[src/rtl/cache_arbiter_if.sv]
// cache_arbiter_if: L1 I/D request ports and shared L2 port seen by the arbiter
interface cache_arbiter_if #(
  parameter int ADDR_W = 16,
  parameter int LINE_W = 128
);
  logic              icache_read;
  logic [ADDR_W-1:0] icache_address;
  logic              icache_resp;
  logic [LINE_W-1:0] icache_rdata;
  logic              dcache_read;
  logic              dcache_write;
  logic [ADDR_W-1:0] dcache_address;
  logic [LINE_W-1:0] dcache_wdata;
  logic              dcache_resp;
  logic [LINE_W-1:0] dcache_rdata;
  logic              l2_read;
  logic              l2_write;
  logic [ADDR_W-1:0] l2_address;
  logic [LINE_W-1:0] l2_wdata;
  logic              l2_resp;
  logic [LINE_W-1:0] l2_rdata;
  logic              arb_busy;
  modport slave (
    input  icache_read, icache_address, dcache_read, dcache_write, dcache_address,
           dcache_wdata, l2_resp, l2_rdata,
    output icache_resp, icache_rdata, dcache_resp, dcache_rdata, l2_read, l2_write,
           l2_address, l2_wdata, arb_busy
  );
  modport master (
    output icache_read, icache_address, dcache_read, dcache_write, dcache_address,
           dcache_wdata, l2_resp, l2_rdata,
    input  icache_resp, icache_rdata, dcache_resp, dcache_rdata, l2_read, l2_write,
           l2_address, l2_wdata, arb_busy
  );
endinterface

[src/rtl/cache_arbiter.sv]
// cache_arbiter: shares one L2 port between L1 I-cache and D-cache, alternating on ties
module cache_arbiter #(
  parameter int ADDR_W = 16,
  parameter int LINE_W = 128
) (
  input logic            clk,
  input logic            rst,
  cache_arbiter_if.slave bus
);
  typedef enum logic [1:0] {IDLE, SERVE_I, SERVE_D} state_t;
  state_t            state, state_n;
  logic              last_d, i_req, d_req, grant_d, start, done;
  logic              rd_q, wr_q;
  logic [ADDR_W-1:0] addr_q;
  logic [LINE_W-1:0] wdata_q;
  always_comb begin
    i_req   = bus.icache_read;
    d_req   = bus.dcache_read | bus.dcache_write;
    grant_d = d_req & (~i_req | ~last_d);
    start   = (state == IDLE) & (i_req | d_req);
    done    = (state != IDLE) & bus.l2_resp;
    state_n = state;
    if (start) state_n = grant_d ? SERVE_D : SERVE_I;
    else if (done) state_n = IDLE;
  end
  always_ff @(posedge clk) begin
    if (rst) begin
      state   <= IDLE;
      last_d  <= 1'b0;
      rd_q    <= 1'b0;
      wr_q    <= 1'b0;
      addr_q  <= '0;
      wdata_q <= '0;
    end else begin
      state <= state_n;
      if (start) begin
        last_d <= grant_d;
        addr_q <= grant_d ? bus.dcache_address : bus.icache_address;
        rd_q   <= ~grant_d | bus.dcache_read;
        wr_q   <= grant_d & bus.dcache_write;
        if (grant_d & bus.dcache_write) wdata_q <= bus.dcache_wdata;
      end else if (done) begin
        rd_q <= 1'b0;
        wr_q <= 1'b0;
      end
    end
  end
  assign bus.l2_read      = rd_q;
  assign bus.l2_write     = wr_q;
  assign bus.l2_address   = addr_q;
  assign bus.l2_wdata     = wdata_q;
  assign bus.icache_resp  = (state == SERVE_I) & bus.l2_resp;
  assign bus.dcache_resp  = (state == SERVE_D) & bus.l2_resp;
  assign bus.icache_rdata = bus.l2_rdata;
  assign bus.dcache_rdata = bus.l2_rdata;
  assign bus.arb_busy     = state != IDLE;
endmodule

[src/flat_wrapper.sv]
// flat-port wrapper written by rule: the top's interface ports become plain ports
module cache_arbiter_flat 
#(
  parameter int ADDR_W = 16,
  parameter int LINE_W = 128
)
  (clk, rst, bus_icache_read, bus_icache_address, bus_dcache_read, bus_dcache_write, bus_dcache_address, bus_dcache_wdata, bus_l2_resp, bus_l2_rdata, bus_icache_resp, bus_icache_rdata, bus_dcache_resp, bus_dcache_rdata, bus_l2_read, bus_l2_write, bus_l2_address, bus_l2_wdata, bus_arb_busy);
  cache_arbiter_if #(.ADDR_W(ADDR_W), .LINE_W(LINE_W)) bus_i ();
  input logic clk;
  input logic rst;
  input wire logic [$bits(bus_i.icache_read)-1:0] bus_icache_read;
  input wire logic [$bits(bus_i.icache_address)-1:0] bus_icache_address;
  input wire logic [$bits(bus_i.dcache_read)-1:0] bus_dcache_read;
  input wire logic [$bits(bus_i.dcache_write)-1:0] bus_dcache_write;
  input wire logic [$bits(bus_i.dcache_address)-1:0] bus_dcache_address;
  input wire logic [$bits(bus_i.dcache_wdata)-1:0] bus_dcache_wdata;
  input wire logic [$bits(bus_i.l2_resp)-1:0] bus_l2_resp;
  input wire logic [$bits(bus_i.l2_rdata)-1:0] bus_l2_rdata;
  output wire logic [$bits(bus_i.icache_resp)-1:0] bus_icache_resp;
  output wire logic [$bits(bus_i.icache_rdata)-1:0] bus_icache_rdata;
  output wire logic [$bits(bus_i.dcache_resp)-1:0] bus_dcache_resp;
  output wire logic [$bits(bus_i.dcache_rdata)-1:0] bus_dcache_rdata;
  output wire logic [$bits(bus_i.l2_read)-1:0] bus_l2_read;
  output wire logic [$bits(bus_i.l2_write)-1:0] bus_l2_write;
  output wire logic [$bits(bus_i.l2_address)-1:0] bus_l2_address;
  output wire logic [$bits(bus_i.l2_wdata)-1:0] bus_l2_wdata;
  output wire logic [$bits(bus_i.arb_busy)-1:0] bus_arb_busy;
  assign bus_i.icache_read = bus_icache_read;
  assign bus_i.icache_address = bus_icache_address;
  assign bus_i.dcache_read = bus_dcache_read;
  assign bus_i.dcache_write = bus_dcache_write;
  assign bus_i.dcache_address = bus_dcache_address;
  assign bus_i.dcache_wdata = bus_dcache_wdata;
  assign bus_i.l2_resp = bus_l2_resp;
  assign bus_i.l2_rdata = bus_l2_rdata;
  assign bus_icache_resp = bus_i.icache_resp;
  assign bus_icache_rdata = bus_i.icache_rdata;
  assign bus_dcache_resp = bus_i.dcache_resp;
  assign bus_dcache_rdata = bus_i.dcache_rdata;
  assign bus_l2_read = bus_i.l2_read;
  assign bus_l2_write = bus_i.l2_write;
  assign bus_l2_address = bus_i.l2_address;
  assign bus_l2_wdata = bus_i.l2_wdata;
  assign bus_arb_busy = bus_i.arb_busy;
  cache_arbiter #(.ADDR_W(ADDR_W), .LINE_W(LINE_W)) u_core (.clk(clk), .rst(rst), .bus(bus_i));
endmodule
[config.mk]
export PLATFORM = sky130hd
export DESIGN_NAME = cache_arbiter_flat
export DESIGN_NICKNAME = d
export VERILOG_FILES = /design/src/rtl/cache_arbiter_if.sv /design/src/rtl/cache_arbiter.sv /design/src/flat_wrapper.sv
export SDC_FILE = /design/constraint.sdc
export NUM_CORES = 1
export LEC_CHECK = 0
export CAP_MARGIN = 20
export CORE_AREA = 2 2 276 278
export CTS_BUF_LIST = sky130_fd_sc_hd__clkbuf_16
export DETAILED_ROUTE_END_ITERATION = 16
export DIE_AREA = 0 0 278 280
export PLACE_DENSITY = 0.41
export RECOVER_POWER = 100
export SYNTH_ARGS = -nofsm -noshare
export SYNTH_HDL_FRONTEND = slang
export SYNTH_SLANG_ARGS = --single-unit
[constraint.sdc]
create_clock -name clk -period 3.9 [get_ports clk]
set_input_delay 0.78 -clock clk [delete_from_list [all_inputs] [get_ports clk]]
set_output_delay 0.78 -clock clk [all_outputs]
set_load 0.02 [all_outputs]
==> results.ini <==
[run_status]
status = finished with violations
violations = capacitance limit, slew limit

[placed_design]
place_inst = 1907
io_buffers = 314
hpwl_mm = 18.2
dpl_worst_slack_ns = 0.913
gp_congestion = 0.697

[clock_tree]
clockBufferDepth = 2
root_buffer = clkbuf_16
tritoncts = yes
cts_setup_buffers = 0
cts_sinks = 149
cts_made_buffers = 17
path_clk_slew_ns = 0.06
cts_hold_buf = 0
cts_resized = 0
cts_max_level = 4
clk_latency_ns = 0.47

[detailed_routing]
ant_nets = 0
wirelength_mm = 25.9
drc_errors = 0
via_per_inst = 2.96
wl_per_cell_um = 13.4
dr.first_iter.drc_count = 175
vias = 5746
dr.pass1.iters = 4

[floorplan]
fp.dieW_um = 278
dieArea_um2 = 77800
die_h_um = 280
core_area_um2 = 75200
rows = 101
io_pins = 699
initial_utilization_pct = 9.96

[critical_path]
crit_start = bus_l2_resp
reg2reg_depth = 3
endpoint_kind = primary output
r2r_start = u_core.last_d
worstPathRequired_ns = 3.12
worstSetupPathType = in -> out
critPathArrivalTime_ns = 2.17
critPathMaxFanout = 5
reg2reg_to = u_core.bus.l2_address[14]
crit_path_start_kind = input pin
regToRegSetupSlack_ns = 1.75

[pwr]
leakagePower_nw = 3.76
p_per_area_nw_per_um2 = 444
peakVddDrop_v = 0.000218

[sta]
hold_viol = 0
slew_headroom_pct = -11.0
worstMarginPinSlew_ns = 1.66
grt_setup_unrepaired = false
skew_ns = 0.0131
setup_slack_ns = 0.950
clock.fmax_mhz = 339
post-route-min-period_ns = 2.95
maxSlewViolCount = 18
period_share_pct = 75.6
setup_viol = 0
finalSetupTns_ns = 0

[synthesis]
synth.cell_area_um2 = 7490
synth_top_area_share_pct = 39.8
synthCells = 914
ys_top_cells_by_area = dfxtp_1 (40%), buf_4 (26%), nand2_1 (13%), a21oi_1 (5.7%), a21oi_2 (5.4%)
synth_nets = 1208
yosysWarnings = 0
synth_seq_cells = 149
seq_area_frac_synth_pct = 39.8
avgSynthCellArea_um2 = 8.20
synth_cell_types = 27
netlist.top_cell.by_area = dfxtp_1

[finish]
finish.utilization_pct = 13.5
area_growth_pct = 35.6
post_route_cells_drive_above_1_share_pct = 6.87
layout.cells.non_filler = 1939
diodes = 0
final_nets = 1242

[min_path]
whs_endpoint = u_core.bus.l2_wdata[76]
holdCritStartpoint = u_core.bus.l2_wdata[76]
worstHoldPathType = reg -> reg
hold_depth = 2

[grt]
antenna_found_initial = 1
grt_pass1_vias = 5938
overflow = 0
grt_usage_pct = 6.60
grt_max_degree = 86
grt_pass1_wl_mm = 37.3

[run]
drv_cap = 1

## synthesized netlist by cell type
library cell    n
a211oi_1        1
a211oi_2        1
a21o_1          1
a21oi_1        86
a21oi_2        46
and2_4          1
and3b_1         1
buf_12         10
buf_2          19
buf_4         257
buf_6           2
buf_8           1
clkbuf_1       16
dfxtp_1       149
inv_1           2
mux2i_1         1
nand2_1       259
nand2b_1        3
nand3b_1        1
nor2_1         20
nor2b_1         1
nor3_1         16
o211ai_2        1
o21ai_0         1
o21ai_1         1
o22ai_1        16
o31a_1          1
## flip-flops by register name (all words and copies together) (netlist names)
| signal | count |
|---|---|
| u_core.bus.l2_wdata | 128 |
| u_core.last_d | 1 |
| u_core.bus.l2_address | 16 |
| u_core.state | 2 |
| u_core.bus.l2_read | 1 |
| u_core.bus.l2_write | 1 |
## per-layer routing
layer,part of all wire (%),up-vias,track usage (%)
li1,-,2723,-
met1,35,2539,6.16
met2,46,374,10.4
met3,12,106,3.91
met4,6.4,4,5.49
met5,0.26,-,0.500
## power by group
part / total [mW] / internal [mW] / switching, mW
clock: 1.76 / 0.998 / 0.766
sequential: 1.73 / 1.66 / 0.0705
combinational: 1.01 / 0.450 / 0.561
## worst max path at each step
| stage | to | depth (start not counted) |
|---|---|---|
| after global routing | u_core.bus.l2_address[3] | 5 |
| after detailed placement | u_core.bus.l2_wdata[52] | 6 |
| after floorplan | bus_icache_resp | 2 |
| after CTS | bus_icache_resp | 4 |
| final | bus_icache_resp | 4 |
| after global placement | u_core.bus.l2_wdata[66] | 6 |
## kinds of logic (layout without fill, tap and decap cells)
logic type	count (synthesis)	count (layout)	share of synthesized area, %
buffers and inverters	307	354	31.1
AO/OA/AOI/OAI	155	155	13.2
AND/OR/NAND/NOR	302	302	15.7
flip-flops	149	149	39.8
multiplexers	1	1	0.134
## layout by cell type, fill, tap and decap left out, types with 3 or more instances in the layout
cell,instances
nand2_1,258
clkdlybuf4s50_1,162
dlygate4sd3_1,151
dfxtp_1,149
a21oi_1,102
a21oi_2,30
nor2_1,20
clkbuf_16,17
o22ai_1,16
nor3_1,16
inv_1,4
buf_12,4
nand2b_1,3
clkinv_4,3
bufinv_16,3
## cell type report
class,count,area [um2]
well taps,978,1220
multi-input cells,458,2110
fillers,8585,65000
clock inverters,15,165
inverters,2,7.51
clock buffers,17,425
flip-flops and latches,149,2980
repair buffers,320,3240
## per-stage QoR
step                      total power, mW  hold WS, ns  instance area [um2]
after floorplan                      2.72        0.502                 7490
after global placement               2.86        0.440                 9640
after detailed placement             2.86        0.446                 9640
after CTS                            4.73        0.456                10200
after global routing                 4.78        0.469                10200
final                                4.51        0.451                10200
## critical path, stage by stage
cell             delay, ns
clkdlybuf4s50_1       0.52
nand2_1               0.07
nor2_1                0.10
dlygate4sd3_1         0.69
Power figures use the tool's default switching activity.
